===== src/rtl/genius_pkg.sv =====
// genius_pkg: state codes and display-select constants for the Genius control unit
package genius_pkg;
    typedef enum logic [2:0] {
        INIT     = 3'd0,
        SETUP    = 3'd1,
        SEQUENCE = 3'd2,
        PLAY     = 3'd3,
        CHECK    = 3'd4,
        NEXT     = 3'd5,
        RESULT   = 3'd6
    } state_t;
    localparam logic SEL_GAME   = 1'b0;
    localparam logic SEL_RESULT = 1'b1;
endpackage


===== src/rtl/genius_control_edge_sync.sv =====
// edge_sync: two-flop synchronizer plus registered rising-edge detector (3-clock latency)
module edge_sync #(
    parameter logic RST_VAL = 1'b1
) (
    input  logic clk,
    input  logic rst_n,
    input  logic d,
    output logic pulse
);
    logic [2:0] sh;
    always_ff @(posedge clk or negedge rst_n) begin
        if (!rst_n) begin
            sh    <= {3{RST_VAL}};
            pulse <= 1'b0;
        end else begin
            sh    <= {sh[1:0], d};
            pulse <= sh[1] & ~sh[2];
        end
    end
endmodule


===== src/rtl/genius_control.sv =====
// genius_control: Moore FSM sequencing the Genius game datapath strobes
module genius_control
    import genius_pkg::*;
#(
    parameter int WAIT_CYCLES = 25_000_000,
    parameter int CNT_W       = $clog2(WAIT_CYCLES + 1)
) (
    input  logic       CLOCK_50,
    input  logic       reset_n,
    input  logic       enter,
    input  logic       end_FPGA,
    input  logic       end_User,
    input  logic       end_time,
    input  logic       match,
    input  logic       win,
    output logic       R1,
    output logic       R2,
    output logic       E1,
    output logic       E2,
    output logic       E3,
    output logic       E4,
    output logic       SEL,
    output logic [2:0] state_o
);
    localparam logic [CNT_W-1:0] CNT_LAST = CNT_W'(WAIT_CYCLES - 1);
    state_t           state_q, state_d;
    logic [CNT_W-1:0] cnt_q, cnt_d;
    logic             enter_p;

    // Flops reset high so a key held through reset yields no edge
    edge_sync #(.RST_VAL(1'b1)) u_enter (
        .clk  (CLOCK_50),
        .rst_n(reset_n),
        .d    (enter),
        .pulse(enter_p)
    );

    always_ff @(posedge CLOCK_50 or negedge reset_n) begin
        if (!reset_n) begin
            state_q <= INIT;
            cnt_q   <= '0;
        end else begin
            state_q <= state_d;
            cnt_q   <= cnt_d;
        end
    end

    always_comb begin
        state_d = INIT;
        case (state_q)
            INIT:     state_d = SETUP;
            SETUP:    state_d = enter_p ? SEQUENCE : SETUP;
            SEQUENCE: state_d = end_FPGA ? PLAY : SEQUENCE;
            PLAY:     state_d = end_time ? RESULT : (end_User ? CHECK : PLAY);
            CHECK:    state_d = (match && !win) ? NEXT : RESULT;
            NEXT:     state_d = (cnt_q == CNT_LAST) ? SEQUENCE : NEXT;
            RESULT:   state_d = enter_p ? INIT : RESULT;
            default:  state_d = INIT;
        endcase
        cnt_d = (state_q == NEXT && cnt_q != CNT_LAST) ? cnt_q + 1'b1 : '0;
    end

    assign R1      = state_q == INIT;
    assign R2      = state_q == INIT || state_q == NEXT;
    assign E1      = state_q == SETUP;
    assign E2      = state_q == PLAY;
    assign E3      = state_q == SEQUENCE;
    assign E4      = state_q == NEXT && cnt_q == '0;
    assign SEL     = state_q == RESULT ? SEL_RESULT : SEL_GAME;
    assign state_o = state_q;
endmodule


===== config.mk =====
export PLATFORM = sky130hd
export DESIGN_NAME = genius_control
export DESIGN_NICKNAME = d
export VERILOG_FILES = /design/src/rtl/genius_pkg.sv /design/src/rtl/genius_control_edge_sync.sv /design/src/rtl/genius_control.sv
export SDC_FILE = /design/constraint.sdc
export NUM_CORES = 1
export LEC_CHECK = 0
export BUFFER_PORTS_ARGS = -buffer_cell sky130_fd_sc_hd__buf_2
export CORE_MARGIN = 2
export CORE_UTILIZATION = 57
export DETAILED_ROUTE_END_ITERATION = 10
export HOLD_SLACK_MARGIN = 0.06
export PLACE_DENSITY_LB_ADDON = 0.05
export SETUP_SLACK_MARGIN = 0.3
export SKIP_CTS_REPAIR_TIMING = 1
export SYNTH_ARGS = -nofsm -noshare
export SYNTH_HDL_FRONTEND = slang
export SYNTH_SLANG_ARGS = --single-unit

===== constraint.sdc =====
create_clock -name CLOCK_50 -period 2.2 [get_ports CLOCK_50]
set_input_delay 0.22 -clock CLOCK_50 [delete_from_list [all_inputs] [get_ports CLOCK_50]]
set_output_delay 0.22 -clock CLOCK_50 [all_outputs]
set_load 0.02 [all_outputs]

# [Word level (Yosys, flattened, before mapping)]
# Index checks and enable logic that the tools add are counted.
[classes] n_reduce_logical=7 muxes=10 magnitude_cmp=0 n_addsub=1 eq_ne=8 div=0 n_mul=0 shifts=0 bitwise=2
[op_table] op="$add A25 B1 Y25 const B" n=1
[op_table] op="$eq A25 B25 Y1 const B" n=1
[op_table] op="$logic_not A25 Y1" n=1
[op_table] op="$mux W25" n=1
[op_table] op="$ne A25 B25 Y1 const B" n=1
[op_table] op="$pmux W3 S7" n=1
[op_table] op="$mux W3" n=4
[op_table] op="$eq A3 B3 Y1 const B" n=3
[op_table] op="$eq A3 B2 Y1 const B" n=2
[op_table] op="$mux W2" n=2
[op_table] op="$eq A3 B1 Y1 const B" n=1
[op_table] op="$logic_and A1 B1 Y1" n=3
[op_table] op="$logic_not A3 Y1" n=1
[op_table] op="$mux W1" n=2
[op_table] op="$and A1 B1 Y1" n=1
[op_table] op="$logic_not A1 Y1" n=1
[op_table] op="$logic_or A1 B1 Y1" n=1
[op_table] op="$not A1 Y1" n=1
[totals] out_inout_bits=10 mem_bits_rw=0 mem_bits_ro=0 latchBits=0 in_bits=8 mem_count=0 ff_bits=32 elab_cells=32

# [Longest topological paths before layout]
[depth] depth_word=4 depth_mapped=6 ltp_nobuf=5

# [Hierarchy]
# Synthesis repeated with hierarchy kept, for this count alone.
[hier_totals] hier_cells=191 hier_area_um2=1790.5
[modules_own_cells] mod="genius_control" seq_area_each_um2=700.7 area_per_inst_um2=1672.9 cells_per_inst=186 n_inst=1
[modules_own_cells] mod="edge_sync" seq_area_each_um2=103.8 area_per_inst_um2=117.6 cells_per_inst=5 n_inst=1

# [Worst setup path after synthesis]
# OpenSTA, ideal clock, no wires.
[synth_timing] path_kind="register to register" startpoint="register cnt_q[0]" endpoint="register cnt_q[24]" slack_ns=0.330 path_stages_with_launch=7 t_arrival_ns=1.791 period_less_slack_ns=1.870 required_ns=2.121 cell_sequence="dfrtp_1 -> ha_1 -> nand2_1 -> or3_1 -> buf_2 -> or4_1 -> a21oi_1"
[synth_between] elab_chain_cells=3 word_cells_on_any_way=4 cone_classes="1 x add/sub; 1 x eq/ne; 1 x mux; 1 x reduce/logical"
[synth_lines] item="start, declared" line="genius_control.sv:27" source="logic [CNT_W-1:0] cnt_q, cnt_d;"
[synth_lines] item="start signal, assigned" line="genius_control.sv:44" source="cnt_q <= cnt_d;"
[synth_lines] item="parallel branches: the longest is 2 deep, another holds $add A25 B1 Y25"
[synth_lines] item="$mux W25 *" line="genius_control.sv:60" source="cnt_d = (state_q == NEXT && cnt_q != CNT_LAST) ? cnt_q + 1'b1 : '0;"
[synth_lines] item="net cnt_d[24]" line="genius_control.sv:27"
# Mark *: on every way through the listed nets, which the timed path passes.

# [Worst setup path after layout]
[layout_timing] startpoint="register cnt_q[9]" endpoint="register cnt_q[24]"
# Same word-level chain as after synthesis.

==> results.sh <==
export IMPL_dp_cells=232
export IMPL_slew_headroom_pct=52.90
export IMPL_nNetsFinal=225
export IMPL_synth_distinct_cells=40
export IMPL_critPathMaxStageDelay_ns=0.50
export IMPL_p_leak_nw=0.8625
export IMPL_dieArea_mm2=0.003450
export IMPL_dp_hpwl_mm=2.633
export IMPL_finalSetupTns_ns=0
export IMPL_slowest_stage="or4_1"
export IMPL_status="complete, no violations"
export IMPL_holdCritPathClass="in -> reg"
export IMPL_async_reset_ff_share_pct=100.0
export IMPL_cts_max_level=2
export IMPL_regToRegSetupSlack_ns=0.27
export IMPL_wl_per_cell_um=15.41
export IMPL_cp_end_kind="flop"
export IMPL_required_ns=2.44
export IMPL_avgViaCountPerCell=5.968
export IMPL_start_kind="flop"
export IMPL_yosysTopAreaCell="dfrtp_1"
export IMPL_fin_cells=247
export IMPL_wl_mm=3.807
export IMPL_drt_pass1_iter_count=4
export IMPL_period_minus_slack_ns=1.929
export IMPL_rows=19
export IMPL_antenna_found_initial=0
export IMPL_syn2layout_area_growth_pct=19.56
export IMPL_p_per_area_mw_per_mm2=467.9
export IMPL_cts_root_buf="clkbuf_4"
export IMPL_coreArea_mm2=0.002805
export IMPL_first_global_vias=1400
export IMPL_cts_max_path_buffers=2
export IMPL_cts_tree="built"
export IMPL_clock_fmax_ghz=0.5184
export IMPL_drive_above_1_share_pct=29.17
export IMPL_drtAntennaViolNets=0
export IMPL_critPathMaxFanout=10
export IMPL_vias=1474
export IMPL_syn_nets=199
export IMPL_post_route_drc_count=0
export IMPL_ys_ff_latch=32
export IMPL_holdWs_ns=0.1753
export IMPL_die_height_um=58.74
export IMPL_synth_edf_count=0
export IMPL_peakVddDrop_mv=0.3275
export IMPL_hold_viol_final=0
export IMPL_tightest_slew_ns=0.7065
export IMPL_cp_arrival_ns=2.17
export IMPL_place_gp_congestion=0.8453
export IMPL_rsz0062_at_grt="true"
export IMPL_syn_area_mm2=0.001708
export IMPL_fin_crit_sh_pct=87.69
export IMPL_io_pins=18
export IMPL_fillCellCount=216
export IMPL_yosysTopAreaCellShare_pct=42.49
export IMPL_n_antenna_cell=0
export IMPL_io_buffers=17
export IMPL_grt_pass1_wl_mm=6.272
export IMPL_avgSynthCellArea_um2=9.036
export IMPL_synth_warnings=0
export IMPL_gr_total_overflow=0
export IMPL_cts_made_buffers=5
export IMPL_grt_use_total_pct=23.44
export IMPL_worstSkewPairLatency_ns=0.33
export IMPL_die_x_um=58.74
export IMPL_maxCapViolations=0
export IMPL_maxSlewViolCount=0
export IMPL_start_util_pct=60.88
export IMPL_path_class="reg -> reg"
export IMPL_dr_first_iter_drc_count=54
export IMPL_crit_chain="nand4_2 > or3_4 > or4_1 > a21oi_1"
export IMPL_final_core_util_pct=72.79
export IMPL_yosys_top_cells_area="dfrtp_1 42%, dfstp_2 4.6%, xnor2_1 4.6%"
export IMPL_clk_pin_slew_ns=0.11
export IMPL_ys_dominant_reg_cell="dfrtp_1"
export IMPL_grt_start_max_net_pins=33
export IMPL_synthCells=189
export IMPL_fin_skew_ns=0.009973
export IMPL_synth_seq_area_share_pct=47.11
export IMPL_final_setup_viol_count=0
export IMPL_cts_sinks=32
power by group:
part           leakage [nW]  internal (mW)  switching (mW)  total (mW)
Sequential            0.400          0.594         0.00207       0.596
Clock                0.0274          0.126           0.211       0.337
Combinational         0.435        0.00814          0.0148      0.0229
Total                 0.862          0.727           0.228       0.955
metrics by stage:
| stage | setup WS (ns) | power [mW] | area [um^2] |
|---|---|---|---|
| after global placement | 0.2517 | 0.6267 | 1823 |
| after floorplan | 0.3305 | 0.6092 | 1708 |
| after global routing | 0.2289 | 0.9932 | 2042 |
| final | 0.2709 | 0.9555 | 2042 |
| after detailed placement | 0.1375 | 0.6281 | 1823 |
| after CTS | 0.1202 | 0.9668 | 1884 |
cells in the final DEF (no fill, tap or decap), types with 4 or more instances in the layout:
cell type	instances
o31ai_1	5
dfrtp_1	20
nand3_1	11
clkbuf_4	5
nand4_1	4
nor3_1	6
a21oi_1	13
buf_4	10
or4_1	4
o21ai_0	7
inv_1	7
nand2_1	15
buf_2	16
nor4_1	5
dfrtp_2	9
nor2_1	19
xnor2_1	9
critical path, delay by kind of cell, from the launching register on:
kind	cells	cell delay, ns
simple gates	3	1.17
compound gates	1	0.20
flops	1	0.49
area by class of cell:
type                    count  area [um^2]  area share (%)
multi-input cells         140        920.9           45.10
flip-flops and latches     32        815.8           39.95
repair buffers             28        175.2           8.578
well taps                  31        38.79           1.900
clock buffers               5        37.54           1.838
inverters                   8        30.03           1.471
clock inverters             3        23.77           1.164
cells in the mapped netlist, types with 7 or more instances:
library cell  number
a21oi_1           13
nor4_1             8
o21ai_0            7
xnor2_1            9
dfrtp_1           29
nand3_1           11
nor2_1            20
nor3_1             7
nand2_1           16
inv_1              8
registers in the layout, indices dropped and copies added, names as in the netlist:
| signal | count |
|---|---|
| state_o | 3 |
| u_enter.pulse | 1 |
| u_enter.sh | 3 |
| cnt_q | 25 |
worst paths after layout:
path,startpoint,to,cells past startpoint
worst max-delay path,cnt_q[9],cnt_q[24],4
worst min register to register,u_enter.sh[0],u_enter.sh[1],0
max in group asynchronous,reset_n,cnt_q[6],2
worst max register to register,cnt_q[9],cnt_q[24],4
worst min-delay path,end_FPGA,state_o[0],3
min in group asynchronous,reset_n,cnt_q[13],2
metal layers:
layer | track usage (%) | vias up | share of wire (%)
met1 | 33.52 | 707 | 46
met5 | 0 | - | 0
met2 | 36.35 | 33 | 49
li1 | - | 730 | -
met3 | 4.176 | 4 | 3.7
met4 | 7.143 | 0 | 0.92
kinds of logic (layout without fill, tap and decap cells):
logic type                 count (synthesis)  count (layout)  synth area share [%]
adders and majority gates                  2               2                 1.465
buffers and inverters                     17              44                 4.029
AOI/OAI and AO/OA                         32              32                 11.14
and+or+nand+nor                           94              94                 30.11
DFF                                       32              32                 47.11
xor gates and xnor gates                  12              12                 6.154
No activity file was read; power rests on OpenSTA's default activity.
